===== config.mk =====
export PLATFORM = sky130hd
export DESIGN_NAME = horner_eval
export DESIGN_NICKNAME = d
export VERILOG_FILES = /design/src/rtl/horner_eval_pkg.sv /design/src/rtl/horner_coef_rf.sv /design/src/rtl/horner_eval.sv
export SDC_FILE = /design/constraint.sdc
export NUM_CORES = 2
export LEC_CHECK = 0
export BUFFER_PORTS_ARGS = -buffer_cell sky130_fd_sc_hd__buf_2
export CAP_MARGIN = 20
export CELL_PAD_IN_SITES_DETAIL_PLACEMENT = 0
export CELL_PAD_IN_SITES_GLOBAL_PLACEMENT = 2
export CORE_ASPECT_RATIO = 0.75
export CORE_UTILIZATION = 46
export CTS_BUF_LIST = sky130_fd_sc_hd__clkbuf_16
export CTS_CLUSTER_SIZE = 28
export DETAILED_ROUTE_END_ITERATION = 6
export GPL_TIMING_DRIVEN = 0
export PLACE_DENSITY = 0.9
export SLEW_MARGIN = 20
export SYNTH_ARGS = -nofsm -noshare
export SYNTH_HDL_FRONTEND = slang
export SYNTH_SLANG_ARGS = --single-unit

===== constraint.sdc =====
create_clock -name clk -period 21 [get_ports clk]
set_clock_uncertainty 0.1 [all_clocks]
set_input_delay 2.1 -clock clk [delete_from_list [all_inputs] [get_ports clk]]
set_output_delay 2.1 -clock clk [all_outputs]
set_load 0.02 [all_outputs]

===== src/rtl/horner_eval_pkg.sv =====
// Shared types and constants for the Horner polynomial evaluator.
package horner_eval_pkg;

  typedef enum logic {
    IDLE = 1'b0,
    ITER = 1'b1
  } state_t;

  // Legal range of the coefficient count.
  localparam int DEPTH_MIN = 1;
  localparam int DEPTH_MAX = 64;

  // Coefficient index width; a single-entry store still needs one address bit.
  function automatic int addr_w(input int depth);
    return (depth > 1) ? $clog2(depth) : 1;
  endfunction

endpackage


===== src/rtl/horner_coef_rf.sv =====
// Coefficient register file: DEPTH x WIDTH, one write port, two
// combinational read ports, asynchronous clear. Writes to addresses
// at or beyond DEPTH match no entry and are dropped.
module horner_coef_rf
  import horner_eval_pkg::*;
#(
  parameter int WIDTH = 32,
  parameter int DEPTH = 4,
  parameter int AW    = addr_w(DEPTH)
) (
  input  logic             clk,
  input  logic             reset,
  input  logic             we_i,
  input  logic [AW-1:0]    waddr_i,
  input  logic [WIDTH-1:0] wdata_i,
  input  logic [AW-1:0]    raddr_i,
  output logic [WIDTH-1:0] rdata_o,
  input  logic [AW-1:0]    praddr_i,
  output logic [WIDTH-1:0] prdata_o
);

  logic [WIDTH-1:0] mem_q [DEPTH];

  // Coefficient storage, cleared by reset, written one entry at a time.
  always_ff @(posedge clk or posedge reset) begin
    if (reset) begin
      for (int i = 0; i < DEPTH; i++) mem_q[i] <= '0;
    end else if (we_i) begin
      for (int i = 0; i < DEPTH; i++)
        if (waddr_i == AW'(i)) mem_q[i] <= wdata_i;
    end
  end

  // Read muxes; out-of-range addresses return zero.
  always_comb begin
    rdata_o  = '0;
    prdata_o = '0;
    for (int i = 0; i < DEPTH; i++) begin
      if (raddr_i  == AW'(i)) rdata_o  = mem_q[i];
      if (praddr_i == AW'(i)) prdata_o = mem_q[i];
    end
  end

endmodule


===== src/rtl/horner_eval.sv =====
// Sequential Horner evaluator: result = sum c[i]*x^i mod 2^WIDTH,
// one multiply-accumulate per clock, DEPTH edges per evaluation.
// DEPTH legal range 1..64.
// Optional feature: define HORNER_EVAL_OVF_EN to add the sticky ovf output.
module horner_eval
  import horner_eval_pkg::*;
#(
  parameter int WIDTH = 32,
  parameter int DEPTH = 4
) (
  input  logic                      clk,
  input  logic                      reset,
  input  logic                      start,
  input  logic [WIDTH-1:0]          x,
  input  logic                      coef_we,
  input  logic [addr_w(DEPTH)-1:0]  coef_addr,
  input  logic [WIDTH-1:0]          coef_data,
  output logic                      busy,
  output logic [WIDTH-1:0]          result,
  output logic                      done
`ifdef HORNER_EVAL_OVF_EN
  ,
  output logic                      ovf
`endif
);

  localparam int AW = addr_w(DEPTH);

  state_t           state_q, state_d;
  logic [WIDTH-1:0] x_q, x_d;
  logic [WIDTH-1:0] acc_q, acc_d;
  logic [AW-1:0]    idx_q, idx_d;
  logic [WIDTH-1:0] result_q, result_d;
  logic             done_q, done_d;
  // Pre-write copy of a coefficient overwritten in the start cycle, so the
  // evaluation sees the contents as they were when it was accepted.
  logic             pend_vld_q, pend_vld_d;
  logic [AW-1:0]    pend_addr_q, pend_addr_d;
  logic [WIDTH-1:0] pend_old_q, pend_old_d;

  logic             idle, start_ok, we_ok;
  logic [AW-1:0]    raddr;
  logic [WIDTH-1:0] rdata, prdata, coef_sel, acc_next;

  assign idle     = (state_q == IDLE);
  assign start_ok = start & idle;
  assign we_ok    = coef_we & idle;
  // In IDLE the top coefficient is presented for the start cycle.
  assign raddr    = idle ? AW'(DEPTH - 1) : idx_q;
  assign coef_sel = (pend_vld_q && pend_addr_q == idx_q) ? pend_old_q : rdata;

  horner_coef_rf #(.WIDTH(WIDTH), .DEPTH(DEPTH), .AW(AW)) u_rf (
    .clk      (clk),
    .reset    (reset),
    .we_i     (we_ok),
    .waddr_i  (coef_addr),
    .wdata_i  (coef_data),
    .raddr_i  (raddr),
    .rdata_o  (rdata),
    .praddr_i (coef_addr),
    .prdata_o (prdata)
  );

`ifdef HORNER_EVAL_OVF_EN
  logic [2*WIDTH-1:0] prod_full;
  logic [WIDTH:0]     sum_full;
  logic               ovf_step;
  logic               ovf_q, ovf_d;

  assign prod_full = (2*WIDTH)'(acc_q) * (2*WIDTH)'(x_q);
  assign sum_full  = {1'b0, prod_full[WIDTH-1:0]} + {1'b0, coef_sel};
  assign acc_next  = sum_full[WIDTH-1:0];
  assign ovf_step  = (|prod_full[2*WIDTH-1:WIDTH]) | sum_full[WIDTH];
  assign ovf       = ovf_q;

  // Sticky overflow: cleared on start, accumulates over each ITER step.
  always_comb begin
    ovf_d = ovf_q;
    if (start_ok)           ovf_d = 1'b0;
    else if (state_q == ITER) ovf_d = ovf_q | ovf_step;
  end

  // Overflow flag register.
  always_ff @(posedge clk or posedge reset) begin
    if (reset) ovf_q <= 1'b0;
    else       ovf_q <= ovf_d;
  end
`else
  assign acc_next = acc_q * x_q + coef_sel;
`endif

  assign busy   = (state_q == ITER);
  assign result = result_q;
  assign done   = done_q;

  // Next-state logic: start capture, one MAC per ITER cycle, completion.
  always_comb begin
    state_d     = state_q;
    x_d         = x_q;
    acc_d       = acc_q;
    idx_d       = idx_q;
    result_d    = result_q;
    done_d      = 1'b0;
    pend_vld_d  = pend_vld_q;
    pend_addr_d = pend_addr_q;
    pend_old_d  = pend_old_q;
    case (state_q)
      IDLE: begin
        if (start) begin
          x_d = x;
          if (DEPTH == 1) begin
            result_d = rdata;
            done_d   = 1'b1;
          end else begin
            acc_d       = rdata;
            idx_d       = AW'(DEPTH - 2);
            state_d     = ITER;
            pend_vld_d  = coef_we;
            pend_addr_d = coef_addr;
            pend_old_d  = prdata;
          end
        end
      end
      ITER: begin
        acc_d = acc_next;
        idx_d = idx_q - AW'(1);
        if (idx_q == '0) begin
          result_d   = acc_next;
          done_d     = 1'b1;
          state_d    = IDLE;
          pend_vld_d = 1'b0;
        end
      end
      default: state_d = IDLE;
    endcase
  end

  // State registers.
  always_ff @(posedge clk or posedge reset) begin
    if (reset) begin
      state_q     <= IDLE;
      x_q         <= '0;
      acc_q       <= '0;
      idx_q       <= '0;
      result_q    <= '0;
      done_q      <= 1'b0;
      pend_vld_q  <= 1'b0;
      pend_addr_q <= '0;
      pend_old_q  <= '0;
    end else begin
      state_q     <= state_d;
      x_q         <= x_d;
      acc_q       <= acc_d;
      idx_q       <= idx_d;
      result_q    <= result_d;
      done_q      <= done_d;
      pend_vld_q  <= pend_vld_d;
      pend_addr_q <= pend_addr_d;
      pend_old_q  <= pend_old_d;
    end
  end

endmodule


* Word-level counts from Yosys, hierarchy flattened
Cells that the tools add are included.
W data, S select, Z words.
** Storage, ports and cells
- Register bits :: 263
- Bits in latches :: 0
- Memory bits (writable) :: 0
- Memory bits (read-only) :: 0
- Output and inout bits :: 34
- Logic and storage cells :: 60
- Memories kept :: 0
** Cells by class
- $add $sub $neg :: 2
- Multiply operators :: 1
- Div/mod/pow operators :: 0
- Order comparisons :: 0
- Equality and inequality tests :: 9
- Shifts and indexed selects :: 0
- Mux-type cells :: 22
- Bitwise operators :: 2
- Reduce and logical (&&, ||, !) cells :: 11
** Operators by type and width (count)
- $mux W32 :: 10
- $pmux W32 S2 :: 1
- $add A32 B32 Y32 :: 1
- $mul A32 B32 Y32 :: 1
- $reduce_and A2 Y1 :: 7
- $eq A2 B2 Y1 const B :: 4
- $logic_not A2 Y1 :: 3
- $mux W1 :: 6
- $eq A2 B1 Y1 const B :: 2
- $mux W2 :: 2
- $pmux W1 S2 :: 2
- $pmux W2 S2 :: 1
- $eq A2 B2 Y1 :: 1
- $ne A2 B1 Y1 const B :: 1
- $ne A2 B2 Y1 const B :: 1
- $sub A2 B1 Y2 const B :: 1
- $and A1 B1 Y1 :: 1
- $logic_and A1 B1 Y1 :: 1
- $not A1 Y1 :: 1

* Longest topological paths before layout
- Depth in word-level cells :: 9
- Depth in mapped cells :: 32
- Depth with buffers taken out :: 30

* Modules after synthesis
Synthesis repeated with hierarchy kept, for this count alone.
** Unflattened totals
- Cell total of the unflattened synthesis :: 2652
- Area total of the unflattened synthesis :: 28681.3 um^2
** By module, submodules not included
- horner_eval :: instances 1, cells each 2299, area each 22401.5 um^2
- horner_coef_rf :: instances 1, cells each 353, area each 6279.8 um^2

* Least setup slack after synthesis
Ideal clock, no wire load.
- Path type :: reg-to-reg
- From :: register idx_q[0]
- To :: register acc_q[30]
- Setup time :: 137 ps
- Data arrival time :: 7569 ps
- Required time :: 20763 ps
- Slack :: 13194 ps
- Stages on the path, launching flop included :: 32
- Path buffers :: 2
- Period minus slack after synthesis :: 7806 ps
- Cell sequence :: dfrtp_1 buf_4 clkbuf_1 mux2_2 o22ai_1 nand2_1 o21ai_0 o21ai_0 fa_1 inv_1 fa_1 inv_1 fa_1 inv_1 fa_1 inv_1 fa_1 fa_1 fa_1 inv_1 fa_1 inv_1 ha_1 nand3_1 nor3_1 a211oi_1 o21ai_1 or3_1 a311oi_2 o31ai_2 xnor2_1 a21oi_1
** On the way
- Word-level cells in the longest chain between the ends :: 9
- Elaborated cells between the ends (all ways) :: 15
** RTL lines
- start, declared :: RTL line horner_eval.sv:32 : logic [AW-1:0] idx_q, idx_d;
- start signal, assigned :: RTL line horner_eval.sv:154 : idx_q <= idx_d;
- $mux W2 :: RTL line horner_eval.sv:49 : assign raddr = idle ? AW'(DEPTH - 1) : idx_q;
- $logic_not A2 Y1 :: RTL line horner_coef_rf.sv:39 : if (raddr_i == AW'(i)) rdata_o = mem_q[i];
- $mux W32 (4 in series) :: RTL line horner_coef_rf.sv:39
- $mux W32 :: RTL line horner_eval.sv:50 : assign coef_sel = (pend_vld_q && pend_addr_q == idx_q) ? pend_old_q : rdata;
- $add A32 B32 Y32 :: RTL line horner_eval.sv:89 : assign acc_next = acc_q * x_q + coef_sel;
- $pmux W32 S2 (*) :: RTL line horner_eval.sv:107 : case (state_q)
- end signal, assigned :: RTL line horner_eval.sv:143 : acc_q <= '0;
- end signal, assigned :: RTL line horner_eval.sv:153 : acc_q <= acc_d;
- end, declared :: RTL line horner_eval.sv:31 : logic [WIDTH-1:0] acc_q, acc_d;
Every way passes the cells marked *; elsewhere a longest branch is shown, timed or not. The select of a mux whose other input is x is not followed.
A chain may end at the register's enable or synchronous reset.

* Worst setup path in the final report
Ends and elaborated chain as after synthesis.

==> run summary <==
Outcome - complete, no violations
Fin. Hold Viols - 0
GR met2 Demand/Resource - 44.3%
Syn. warnings - 0
CTS Sinks - 263
Vias in the first global route - 21,900
Hold_sp - result[16]$_DFFE_PP0P_
Rows - 78
Setup bufs post-CTS - 0
Crit. End Element - flop
DR vias - 21,000
CP startpoint kind - flop
H-tree levels - 1
Period utilization - 49.6%
Placed cell count - 3,713
Final setup fails - 0
Congestion Overflow GR - 0
Die X - 290 um
Gpl congestion - 0.971
DRC - 0
Flop2flop setup slack - 10,580 ps
Max transition margin - 19.1%
Number of hold buffers added after cts - 0
Clock slew at reported path FFs - 70 ps
Met3 usage - 11.6%
Root Buffer Master - clkbuf_16
DR pass1 iterations - 6
I/O pin cnt - 104
CP max stage delay - 920 ps
Fin crit period - 10,420 ps
Fin. max-slew vios - 0
Antenna Nets Post-Route - 0
DP HPWL - 78,800 um
Reg-to-Reg Start - idx_q[0]$_DFFE_PP0P_
Fmax - 0.0960 GHz
Largest net degree at the start of global routing - 96
Max-Cap Viols - 0
Crit path kind - flop to flop
Pre-CTS setup slack - 10,930 ps
Final net count - 3,577
Post-synthesis sequential area ratio - 23.0%
Hold Crit Class - flop to flop
Filler Cells Inserted - 5,634
Hold worst-path end - result[16]$_DFFE_PP0P_
Met1 GRT Util - 45.2%
CTS tree - yes
Count of different cell masters after synthesis - 51
Clk Latency, worst-skew pair - 600 ps
Post-synthesis cell count - 2,810
Most frequent CP cell - fa_1
Register area - 6580 sq um
Syn_area_per_cell - 10.2 sq um
Syn Nets - 3,443
GRT Total Usage - 31.3%
Antenna violations before repair - 2
Worst slew pin tran - 1210 ps
Area of the multi-input gates - 19,600 sq um
Initial core utilization - 46.9%
RSZ-0062 raised after global routing - false
FF-to-FF path depth - 28
Non-filler cells, final - 3,766
Routed WL - 96,000 um
Global-route wire length before repair - 144,000 um
Reg2reg end - acc_q[30]$_DFFE_PP0P_
Drt first-iter violations - 1,799
WP data required - 21,340 ps
Seq cells post-synth - 263
Final setup margin - 10,580 ps
Clock buffer depth - 3
DR WL/cell - 25.5 um
TNS Setup - 0 ps
Worst path arrival time - 10,750 ps
Core area - 61,000 sq um
Via/cell ratio - 5.57
Share of cells above drive strength 1 - 14.4%
Hold path depth - 2
CTS buffer count - 29
Area grow syn2layout - 8.59%
Area of the mapped netlist - 28,600 sq um
Crit Path Max Fanout - 10
Die Ht - 218 um
Cts repair resizes - 0
Final Util - 50.9%
CP max stage cell - o21ai_0
Number of port buffers - 101
Global routing's busiest layer - met1
Die Footprint - 63,200 sq um
[worst max-delay path: cells and delay by family, from the launching register on]
family / cells / cell delay [ps]
AOI/OAI and AO/OA: 7 / 2830
xor gates and xnor gates: 1 / 260
adders and majority gates: 9 / 4560
buffers and inverters: 9 / 1590
DFF: 1 / 420
and+or+nand+nor: 2 / 480
[sequential cells by signal (all words and copies together) (netlist names)]
name         count
busy             1
x_q             32
done             1
result          32
pend_addr_q      2
pend_vld_q       1
u_rf.mem_q     128
acc_q           32
idx_q            2
pend_old_q      32
[metal layers]
| metal | vias to the layer above | routed length [um] |
|---|---|---|
| li1 | 8972 | - |
| met1 | 10900 | 42000 |
| met2 | 943 | 39100 |
| met3 | 137 | 12200 |
| met4 | 0 | 2780 |
| met5 | - | 0 |
[cells by family after synthesis]
| kind of cell | count (synthesis) | synth area share, % |
|---|---|---|
| AO/OA/AOI/OAI | 256 | 5.38 |
| XOR/XNOR | 88 | 2.69 |
| adder cells (fa/ha/maj) | 563 | 36.1 |
| buffers and inverters | 652 | 8.66 |
| flip-flops | 263 | 23.0 |
| multiplexers | 272 | 11.9 |
| AND/OR/NAND/NOR | 716 | 12.3 |
[cells in the mapped netlist (all sizes together)]
cell / n / area [sq um]
a211oi: 30 / 230
a21boi: 1 / 7.51
a21o: 11 / 82.6
a21oi: 60 / 304
a22oi: 6 / 45.0
a311oi: 1 / 15.0
a31o: 4 / 35.0
a31oi: 4 / 25.0
and2: 277 / 1730
and3: 1 / 6.26
and3b: 1 / 8.76
buf: 22 / 113
clkbuf: 138 / 518
dfrtp: 263 / 6580
fa: 438 / 8770
ha: 125 / 1560
inv: 492 / 1850
mux2: 225 / 2530
mux2i: 15 / 150
mux4: 32 / 721
nand2: 359 / 1350
nand2b: 5 / 31.3
nand3: 6 / 30.0
nand4: 3 / 18.8
nor2: 23 / 86.3
nor2b: 25 / 156
nor3: 7 / 35.0
nor3b: 2 / 15.0
o211a: 2 / 20.0
o211ai: 2 / 20.0
o21a: 3 / 22.5
o21ai: 98 / 490
o21bai: 4 / 30.0
o221ai: 1 / 8.76
o22ai: 24 / 150
o31ai: 5 / 52.6
or2: 3 / 18.8
or3: 3 / 18.8
or3b: 1 / 8.76
xnor2: 68 / 596
xor2: 20 / 175
[placed cells by master, fill, tap and decap left out, types with 4 or more instances in the layout]
cell / instances
buf_2: 113
inv_1: 497
o21bai_1: 4
xor2_1: 20
clkbuf_16: 29
ha_1: 125
a21oi_1: 59
a31o_1: 4
clkbuf_1: 137
a31oi_1: 4
o21ai_0: 88
xnor2_1: 68
a211oi_1: 29
nand2b_1: 5
nor2_1: 23
o22ai_1: 24
nor3_1: 7
nand3_1: 6
a22oi_1: 6
mux4_2: 32
nor2b_1: 25
a21o_1: 11
mux2_2: 225
clkinv_1: 7
mux2i_1: 15
buf_1: 7
nand2_1: 359
dfrtp_1: 263
and2_1: 277
o21ai_1: 10
fa_1: 438
[area by class of cell]
cell class | count | share of cell area, %
multi-input combinational | 1895 | 62.9
sequential | 263 | 21.2
inverter | 492 | 5.97
tap | 800 | 3.22
clock buffer | 29 | 2.34
buffer | 160 | 2.03
timing repair buffer | 103 | 1.80
clock inverter | 22 | 0.503
antenna | 2 | 0.0161
[worst max-delay path by stage]
stage,start,endpoint,slack (ps)
2_1_floorplan,reset,acc_q[0]$_DFFE_PP0P_,11560
3_3_place_gp,reset,x_q[27]$_DFFE_PP0P_,8560
3_5_place_dp,idx_q[0]$_DFFE_PP0P_,acc_q[30]$_DFFE_PP0P_,10930
4_1_cts,idx_q[0]$_DFFE_PP0P_,acc_q[30]$_DFFE_PP0P_,10920
5_1_grt,idx_q[0]$_DFFE_PP0P_,acc_q[30]$_DFFE_PP0P_,10370
6_report,idx_q[0]$_DFFE_PP0P_,acc_q[30]$_DFFE_PP0P_,10580
[metrics by stage]
stage | instance area [sq um] | hold WS, ps
3_3_place_gp | 30100 | 357
4_1_cts | 31100 | 381
2_1_floorplan | 28600 | 381
5_1_grt | 31100 | 414
6_report | 31100 | 378
3_5_place_dp | 30200 | 365
Power is not shown: default switching activity piles up to over one toggle a cycle in this logic, so the estimate is an artifact.
